$ cat src/rtl/oncoz_pkg.sv
// Shared fetch-stage types: predecode branch class, prediction payload and
// the default predictor depths.
package oncoz_pkg;

    typedef enum logic [1:0] {
        DALLANMA_YOK = 2'd0,
        DALLANMA     = 2'd1,
        JAL          = 2'd2,
        JALR         = 2'd3
    } dallanma_turu_t;

    typedef struct packed {
        logic        gecerli;
        logic        atladi;
        logic [31:0] ps;
    } ongoru_t;

    localparam int unsigned BHT_SATIR_VARSAYILAN    = 64;
    localparam int unsigned RAS_DERINLIK_VARSAYILAN = 8;

    // x1 (ra) and x5 (t0) are the RISC-V link registers.
    function automatic logic baglanti_yazmaci_mi(input logic [4:0] yazmac);
        return (yazmac == 5'd1) || (yazmac == 5'd5);
    endfunction

endpackage

$ cat src/rtl/donus_adres_yigini.sv
// Return address stack: circular buffer, oldest entry overwritten on overflow,
// same-cycle pop+push replaces the top entry.
module donus_adres_yigini
    import oncoz_pkg::*;
#(
    parameter int unsigned DERINLIK = RAS_DERINLIK_VARSAYILAN
) (
    input  logic        clk_i,
    input  logic        rst_i,
    input  logic        push,
    input  logic        pop,
    input  logic [31:0] push_veri,
    output logic [31:0] tepe_c,
    output logic        bos_c
);

    localparam int unsigned PW = $clog2(DERINLIK);
    localparam int unsigned CW = $clog2(DERINLIK + 1);

    logic [31:0]   yigin [DERINLIK];
    logic [PW-1:0] isaretci;
    logic [CW-1:0] sayac;
    logic [PW-1:0] tepe_idx;
    logic          pop_etkin;

    // isaretci names the next free slot; the top is the one below it.
    assign tepe_idx  = isaretci - PW'(1);
    assign tepe_c    = yigin[tepe_idx];
    assign bos_c     = (sayac == '0);
    assign pop_etkin = pop && !bos_c;

    always_ff @(posedge clk_i) begin
        if (rst_i) begin
            isaretci <= '0;
            sayac    <= '0;
        end else if (pop_etkin && push) begin
            isaretci <= isaretci;
            sayac    <= sayac;
        end else if (pop_etkin) begin
            isaretci <= isaretci - PW'(1);
            sayac    <= sayac - CW'(1);
        end else if (push) begin
            isaretci <= isaretci + PW'(1);
            if (sayac != CW'(DERINLIK)) begin
                sayac <= sayac + CW'(1);
            end
        end
    end

    always_ff @(posedge clk_i) begin
        if (!rst_i) begin
            if (pop_etkin && push) begin
                yigin[tepe_idx] <= push_veri;
            end else if (push) begin
                yigin[isaretci] <= push_veri;
            end
        end
    end

endmodule

$ cat src/rtl/dallanma_ongoru_denetleyici.sv
// Fetch-stage next-PC predictor: 2-bit BHT for conditional branches, RAS for
// calls/returns, registered one-cycle prediction.
module dallanma_ongoru_denetleyici
    import oncoz_pkg::*;
#(
    parameter int unsigned BHT_SATIR    = BHT_SATIR_VARSAYILAN,
    parameter int unsigned RAS_DERINLIK = RAS_DERINLIK_VARSAYILAN
) (
    input  logic           clk_i,
    input  logic           rst_i,
    input  logic           buyruk_gecerli_i,
    input  logic [31:0]    buyruk_i,
    input  logic [31:0]    ps_i,
    input  dallanma_turu_t dallanma_turu_i,
    input  logic           guncelle_gecerli_i,
    input  logic [31:0]    guncelle_ps_i,
    input  logic           guncelle_atladi_i,
    input  logic           yanlis_ongoru_i,
    output logic           ongoru_gecerli_o,
    output logic           ongoru_atladi_o,
    output logic [31:0]    ongoru_ps_o
);

    localparam int unsigned IW = $clog2(BHT_SATIR);

    function automatic logic [31:0] b_imm(input logic [31:0] b);
        return {{19{b[31]}}, b[31], b[7], b[30:25], b[11:8], 1'b0};
    endfunction

    function automatic logic [31:0] j_imm(input logic [31:0] b);
        return {{11{b[31]}}, b[31], b[19:12], b[20], b[30:21], 1'b0};
    endfunction

    logic [1:0]    bht [BHT_SATIR];
    logic [IW-1:0] oku_idx;
    logic [IW-1:0] yaz_idx;
    logic [4:0]    rd;
    logic [4:0]    rs1;
    logic          rd_bag;
    logic          rs1_bag;
    logic          kabul;
    logic [31:0]   ardisik;
    logic [31:0]   ras_tepe;
    logic          ras_bos;
    logic          atladi_c;
    logic [31:0]   hedef_c;
    logic          push_c;
    logic          pop_c;
    ongoru_t       ongoru_q;
    logic          unused_bitler;

    assign oku_idx = ps_i[IW+1:2];
    assign yaz_idx = guncelle_ps_i[IW+1:2];
    assign rd      = buyruk_i[11:7];
    assign rs1     = buyruk_i[19:15];
    assign rd_bag  = baglanti_yazmaci_mi(rd);
    assign rs1_bag = baglanti_yazmaci_mi(rs1);
    assign kabul   = buyruk_gecerli_i && !yanlis_ongoru_i;
    assign ardisik = ps_i + 32'd4;

    assign unused_bitler = ^{buyruk_i[6:0], guncelle_ps_i[1:0], guncelle_ps_i[31:IW+2]};

    // Saturating 2-bit counter training; reads this cycle see the old value.
    always_ff @(posedge clk_i) begin
        if (rst_i) begin
            for (int unsigned i = 0; i < BHT_SATIR; i++) begin
                bht[i] <= 2'b01;
            end
        end else if (guncelle_gecerli_i) begin
            if (guncelle_atladi_i && (bht[yaz_idx] != 2'b11)) begin
                bht[yaz_idx] <= bht[yaz_idx] + 2'd1;
            end else if (!guncelle_atladi_i && (bht[yaz_idx] != 2'b00)) begin
                bht[yaz_idx] <= bht[yaz_idx] - 2'd1;
            end
        end
    end

    // Per-class decision: direction, target and RAS request.
    always_comb begin
        atladi_c = 1'b0;
        hedef_c  = ardisik;
        push_c   = 1'b0;
        pop_c    = 1'b0;
        case (dallanma_turu_i)
            DALLANMA: begin
                if (bht[oku_idx][1]) begin
                    atladi_c = 1'b1;
                    hedef_c  = ps_i + b_imm(buyruk_i);
                end
            end
            JAL: begin
                atladi_c = 1'b1;
                hedef_c  = ps_i + j_imm(buyruk_i);
                push_c   = rd_bag;
            end
            JALR: begin
                if (rd_bag && !rs1_bag) begin
                    push_c = 1'b1;
                end else if (!rd_bag && rs1_bag) begin
                    if (!ras_bos) begin
                        pop_c    = 1'b1;
                        atladi_c = 1'b1;
                        hedef_c  = ras_tepe;
                    end
                end else if (rd_bag && rs1_bag && (rd != rs1)) begin
                    push_c = 1'b1;
                    if (!ras_bos) begin
                        pop_c    = 1'b1;
                        atladi_c = 1'b1;
                        hedef_c  = ras_tepe;
                    end
                end else if (rd_bag) begin
                    push_c = 1'b1;
                end
            end
            default: begin
            end
        endcase
    end

    donus_adres_yigini #(
        .DERINLIK (RAS_DERINLIK)
    ) u_ras (
        .clk_i     (clk_i),
        .rst_i     (rst_i),
        .push      (push_c && kabul),
        .pop       (pop_c && kabul),
        .push_veri (ardisik),
        .tepe_c    (ras_tepe),
        .bos_c     (ras_bos)
    );

    // Outputs hold their last value while not valid.
    always_ff @(posedge clk_i) begin
        if (rst_i) begin
            ongoru_q <= '0;
        end else begin
            ongoru_q.gecerli <= kabul;
            if (kabul) begin
                ongoru_q.atladi <= atladi_c;
                ongoru_q.ps     <= hedef_c;
            end
        end
    end

    assign ongoru_gecerli_o = ongoru_q.gecerli;
    assign ongoru_atladi_o  = ongoru_q.atladi;
    assign ongoru_ps_o      = ongoru_q.ps;

endmodule

$ cat config.mk
export PLATFORM = sky130hd
export DESIGN_NAME = dallanma_ongoru_denetleyici
export DESIGN_NICKNAME = d
export VERILOG_FILES = /design/src/rtl/oncoz_pkg.sv /design/src/rtl/donus_adres_yigini.sv /design/src/rtl/dallanma_ongoru_denetleyici.sv
export SDC_FILE = /design/constraint.sdc
export NUM_CORES = 1
export LEC_CHECK = 0
export CORE_MARGIN = 8
export CORE_UTILIZATION = 37
export CTS_CLUSTER_DIAMETER = 150
export DETAILED_ROUTE_END_ITERATION = 10
export GPL_TIMING_DRIVEN = 0
export PLACE_DENSITY = 0.63
export SETUP_SLACK_MARGIN = 0.15
export SLEW_MARGIN = 20
export SYNTH_ARGS = -nofsm -noshare
export SYNTH_HDL_FRONTEND = slang
export SYNTH_SLANG_ARGS = --single-unit
$ cat constraint.sdc
create_clock -name clk_i -period 6.7 [get_ports clk_i]
set_input_delay 1.675 -clock clk_i [delete_from_list [all_inputs] [get_ports clk_i]]
set_output_delay 1.675 -clock clk_i [all_outputs]
set_load 0.02 [all_outputs]
# Yosys cells after proc, flatten, opt, wreduce, memory -nomap -nowiden
# Memories as Yosys holds them, arrays and structs flattened.
# Index checks and enable logic that the tools add are counted.
# totals
reg_bits,41
ramBits,384
mem_count,2
# mem_list
name,words,word_bits,read_ports,rd_clocked_by_memory_dff,wr,line,source
u_ras.yigin,8,32,1,0,1,donus_adres_yigini.sv:20,logic [31:0] yigin [DERINLIK];
bht,64,2,2,0,64,dallanma_ongoru_denetleyici.sv:34,logic [1:0] bht [BHT_SATIR];
# op_classes
add_sub_neg,9
n_eq_ne,10
n_mux,48
bitwise_logic,2
reduce_logical,26
# ops
operator,count
2-to-1 mux 32 bit,6
case mux 32 bit (3 select lines),1
adder 32 bit,2
"adder 32 x 3 -> 32 bit, second input constant",1
OR reduction 32 bit,1
2-to-1 mux 1 bit,30
2-to-1 mux 4 bit,3
logical AND 1 bit,11
"equality test 5 x 1 -> 1 bit, second input constant",2
"equality test 5 x 3 -> 1 bit, second input constant",2
2-to-1 mux 3 bit,3
2-to-1 mux 6 bit,1
nonzero test 2 bit,3
logical NOT 1 bit,5
inequality test 5 bit,1
"adder 4 x 1 -> 4 bit, second input constant",1
"equality test 2 bit, second input constant",2
logical NOT 4 bit,1
2-to-1 mux 2 bit,2
"inequality test 4 bit, second input constant",1
"subtractor 4 x 1 -> 4 bit, second input constant",1
"adder 3 x 1 -> 3 bit, second input constant",1
case mux 1 bit (3 select lines),1
AND reduction 3 bit,1
other kinds (11),12

# Longest topological paths before layout
# logic_depth
ltp_word,16
mapped_depth,15
depth_no_buf,12

# Hierarchy
# Synthesis repeated with hierarchy kept, for this count alone.
# unflattened
cells_unflattened,1850
area_unflattened_um2,23029.6
# by_module_without_submodules
mod,n_inst,cells_each,area_each_um2,seq_area_each_um2
dallanma_ongoru_denetleyici,1,1399,12811.0,4524.3
donus_adres_yigini,1,451,10218.6,7827.5

# Least setup slack after synthesis
# No wires, ideal clock.
# synth_timing
path_type,input port to flip-flop
from,in buyruk_i[16]
to,"mem u_ras.yigin[7][0], enable pin"
arrival_ns,5.180
required_time_ns,6.279
slack_ns,1.099
path_stages,9
n_path_buf,0
path_cell_list,or4b_2 -> a221oi_1 -> and2_1 -> nand2_1 -> ha_1 -> nand2_1 -> nand2_1 -> o31a_1 -> nor2_1
# synth_via
elab_chain_cells,16
elab_cells_between_ends,31
# synth_lines
item,line,source
"start, declared",dallanma_ongoru_denetleyici.sv:12,"input logic [31:0] buyruk_i,"
"parallel branches: the longest is 16 deep, another holds equality test 5 x 1 -> 1 bit",n/a,
"end, declared",donus_adres_yigini.sv:20,
# Several ways; the timed one is not identified.

# Worst setup path in the final report
# layout_timing
from,in buyruk_i[16]
to,"mem u_ras.yigin[5][17], enable pin"
# Same word-level chain as after synthesis.

==> impl_metrics.toml <==
[placed_design]
place.gp.congestion = 0.9874
placed_cells = 2817
dpl_cell_area_um2 = 25360
numPortBuffers = 99
pre_cts_ws_ns = 0.1626
detailed_place_hpwl_um = 60170

[power_and_ir_drop]
static-leakage-power_nw = 8.501
net-switching-power_mw = 1.673
clock_power_share_pct = 39.6
comb_power_share_pct = 13.9
power_density_of_the_placed_cells_nw_per_um2 = 236.4
power_report.internal_total_mw = 4.669
vdd_drop_max_mv = 0.1488
totalPowerFinal_mw = 6.342
power.switching_fraction_pct = 26.38
power_frac_seq_pct = 46.5

[timing]
setup_failing_eps_final = 0
rsz0062_at_grt = "no"
fmaxAchievable_ghz = 0.1649
timing_worst_slew_pin_value_ns = 1.227
report.final.slew_viol_count = 0
fin_worst_hold_slack_ns = 0.4921
timing.final.crit_period_ns = 6.066
pnr_worst_setup_slack_ns = 0.6344
worst_clock_skew_ns = 0.02997
number_of_endpoints_with_negative_hold_slack_in_the_final_report = 0
final_cycle_utilization_of_the_critical_path_pct = 90.53
relSlewSlack_pct = 17.70
fin_setup_tns_ns = 0

[clock_network]
clk_path_buf_depth = 3
worst_setup_hold_path_clk_slew_ns = 0.06
clock_tree_from_tritoncts = "built"
cts_inserted_buffers = 45
cts.sinks = 425
post_cts_resized = 0
cts_hold_buf = 0
post-cts-setup-buffer-count = 0
clock_latency_ns = 0.60
clock_root_buffer = "sky130_fd_sc_hd__clkbuf_16"
htree_num_levels = 2

[yosys]
synth.yosys.warnings = 0
synth.yosys.seq_area_share_pct = 53.75
yosysTopAreaCellShare_pct = 50.17
syn_area_um2 = 22980
post-synth-top-area-cell = "sky130_fd_sc_hd__edfxtp_1"
yosys-top-cells-area = "sky130_fd_sc_hd__edfxtp_1 (50%), sky130_fd_sc_hd__mux4_2 (9.2%), sky130_fd_sc_hd__dfxtp_1 (3.6%), sky130_fd_sc_hd__nand2_1 (3.5%), sky130_fd_sc_hd__ha_1 (2.7%)"
syn_avg_cell_area_um2 = 12.28
synth_fp_nets = 2028
ys_dominant_reg_cell = "sky130_fd_sc_hd__edfxtp_1"
synth_seq_cells = 425
synthesis.instances = 1871
synth_enable_flop_cells = 384
ys_async_sr_fraction_pct = 0
yosysUniqueCellTypes = 94

[global_routing]
grt_max_degree = 21
grt_pass1_wl_um = 114400
number_of_global_route_vias_before_repair = 17030
globalRouteTotalUtil_pct = 21.63
grt_overflow = 0
initial_antenna_violation_count = 1

[layout]
syn2layout_area_growth_pct = 16.70
layout.cells.most_common_list = "sky130_fd_sc_hd__edfxtp_1 (384), sky130_fd_sc_hd__nand2_1 (212), sky130_fd_sc_hd__o21ai_0 (111)"
nets = 2184
layout.filler_cells = 5621
share_of_layout_cells_above_drive_strength_1_pct = 13.97
finalCoreUtilization_pct = 43.54
finalNonFillerCells = 2899
antenna_cells = 0
final_common_cell = "sky130_fd_sc_hd__edfxtp_1"
final_cell_area_um2 = 26820

[min_path]
min-delay-path-class = "reg -> reg"

[worst_setup_path]
critical_path.max_fanout = 18
cp-start-kind = "input port"
reg2reg_setup_slack_ns = 0.76
critPathArrivalTime_ns = 6.36
r2r_start = "u_ras.isaretci[0]"
crit_path_top_delay_cell = "sky130_fd_sc_hd__a221oi_1"
r2r-end = "u_ras.yigin[0][16]"
critical_path_depth = 12
r2r_cells = 13
startpoint_to_endpoint_class_of_the_critical_path = "in -> reg"
cp_common_cell = "sky130_fd_sc_hd__nand2_1"
critical_path.n_buffers_inverters = 3
critical-path-top-delay-family = "simple AND/OR/NAND/NOR gates"
cp-end-kind = "register"
setup.worst_path.end = "u_ras.yigin[5][17]"
critical_path_required_ns = 7.00
cpPeakStageDelay_ns = 0.85
startpoint = "buyruk_i[16]"
timing.critical_path.cells = "clkdlybuf4s50_1 > or4b_2 > a221oi_1 > and2_1 > nand2_1 > inv_1 > ha_1 > nand2b_1 > o21ai_0 > nand2_1 > nor2_4 > buf_12"

[drt]
average_wire_length_per_cell_after_detail_routing_um = 27.06
post_drt_via_cell_ratio = 6.028
initialDrtViolationCount = 2032
ant_nets = 0
finalWirelength_um = 78460
remaining_drc_errors = 0
drt_pass1_iterations = 6
num_vias = 17480

[run_status]
outcome = "finished clean"

[die]
floorplan.die.height_um = 265.2
std_cell_rows = 91
core-area_um2 = 61600
io_pins = 138
floorplan.initialDensity_pct = 37.31
floorplan.die_area_um2 = 70340
die_w_um = 265.2

[run]
drv_cap = 0
[worst min-delay path by stage]
stage	end	slack (ns)	from	cells past startpoint
3_3_place_gp	u_ras.sayac[2]	0.48	u_ras.sayac[2]	2
2_1_floorplan	u_ras.sayac[2]	0.46	u_ras.sayac[2]	2
3_5_place_dp	u_ras.sayac[2]	0.48	u_ras.sayac[2]	2
6_report	u_ras.sayac[2]	0.49	u_ras.sayac[2]	2
5_1_grt	u_ras.sayac[2]	0.50	u_ras.sayac[2]	2
4_1_cts	u_ras.sayac[2]	0.49	u_ras.sayac[2]	2
[routing by layer]
| layer | track usage (%) | wire [um] |
|---|---|---|
| met1 | 27.82 | 30410 |
| met2 | 35.12 | 36560 |
| met3 | 5.476 | 8529 |
| met4 | 8.042 | 2951 |
| met5 | 0 | 11 |
[area by class of cell]
| type | count | area, um2 | area share (%) |
|---|---|---|---|
| Tap cell | 837 | 1047 | 3.905 |
| Clock buffer | 61 | 1186 | 4.422 |
| Sequential cell | 425 | 12350 | 46.05 |
| Clock inverter | 21 | 270.3 | 1.008 |
| Inverter | 43 | 161.4 | 0.6018 |
| Timing Repair Buffer | 109 | 1221 | 4.553 |
| Multi-Input combinational cell | 1263 | 9826 | 36.63 |
| Buffer | 140 | 757.0 | 2.822 |
[worst reg2reg max path, cell delays in order, from the launching register on]
cell,delay (ns)
sky130_fd_sc_hd__dfxtp_1,0.34
sky130_fd_sc_hd__clkbuf_1,0.32
sky130_fd_sc_hd__buf_1,0.78
sky130_fd_sc_hd__clkbuf_1,0.70
sky130_fd_sc_hd__inv_1,0.19
sky130_fd_sc_hd__ha_1,0.35
sky130_fd_sc_hd__clkbuf_1,0.34
sky130_fd_sc_hd__clkbuf_1,0.67
sky130_fd_sc_hd__buf_1,0.59
sky130_fd_sc_hd__nand3_1,0.20
sky130_fd_sc_hd__nand2_1,0.11
sky130_fd_sc_hd__o21ai_0,0.22
sky130_fd_sc_hd__nor2_4,0.55
sky130_fd_sc_hd__buf_12,0.27
[synth_stat cells, types with 7 or more instances]
cell,n
sky130_fd_sc_hd__o221ai_1,10
sky130_fd_sc_hd__mux2i_1,37
sky130_fd_sc_hd__nand4_1,16
sky130_fd_sc_hd__nor3_1,79
sky130_fd_sc_hd__and3_1,11
sky130_fd_sc_hd__a21o_1,20
sky130_fd_sc_hd__xor2_1,21
sky130_fd_sc_hd__o22ai_1,13
sky130_fd_sc_hd__o211ai_1,22
sky130_fd_sc_hd__a31oi_1,16
sky130_fd_sc_hd__mux4_2,94
sky130_fd_sc_hd__a22oi_1,22
sky130_fd_sc_hd__edfxtp_1,384
sky130_fd_sc_hd__buf_1,12
sky130_fd_sc_hd__nand2b_1,13
sky130_fd_sc_hd__a211oi_1,14
sky130_fd_sc_hd__o31ai_2,16
sky130_fd_sc_hd__nor2_1,83
sky130_fd_sc_hd__nand3_1,59
sky130_fd_sc_hd__nand3b_1,7
sky130_fd_sc_hd__xnor2_1,45
sky130_fd_sc_hd__inv_1,41
sky130_fd_sc_hd__a221oi_1,16
sky130_fd_sc_hd__o21bai_1,7
sky130_fd_sc_hd__o21ai_0,112
sky130_fd_sc_hd__a21oi_1,73
sky130_fd_sc_hd__nand2_1,212
sky130_fd_sc_hd__mux2_2,9
sky130_fd_sc_hd__dfxtp_1,41
sky130_fd_sc_hd__buf_6,17
sky130_fd_sc_hd__clkbuf_1,91
sky130_fd_sc_hd__and2_1,14
sky130_fd_sc_hd__nor4_2,14
sky130_fd_sc_hd__and4_1,10
sky130_fd_sc_hd__buf_2,8
sky130_fd_sc_hd__ha_1,50
sky130_fd_sc_hd__nor4_1,9
sky130_fd_sc_hd__nor2b_1,11
[logic make-up (layout without fill, tap and decap cells)]
group | count (synthesis) | count (layout) | share of synthesized area, %
xor gates and xnor gates | 66 | 66 | 2.515
DFF | 425 | 425 | 53.75
adders and majority gates | 53 | 53 | 2.983
AOI/OAI and AO/OA | 419 | 419 | 12.45
buffers and inverters | 183 | 374 | 3.991
and+or+nand+nor | 581 | 581 | 12.82
muxes | 144 | 144 | 11.49
[power by group through the flow]
| stage | logic [mW] | clock network (mW) | registers, mW |
|---|---|---|---|
| 6_report | 0.884 | 2.51 | 2.95 |
| 5_1_grt | 0.937 | 2.61 | 2.95 |
| 4_1_cts | 0.862 | 2.52 | 2.95 |
| 3_5_place_dp | 0.858 | 0 | 3.00 |
| 3_3_place_gp | 0.847 | 0 | 3.00 |
| 2_1_floorplan | 0.518 | 0 | 3.00 |
[sequential cells by signal, summed over array words and instances (netlist names)]
signal / cells
u_ras.isaretci: 3
ongoru_ps_o: 32
ongoru_atladi_o: 1
u_ras.sayac: 4
ongoru_gecerli_o: 1
bht: 128
u_ras.yigin: 256
No activity file was read; power rests on OpenSTA's default activity.
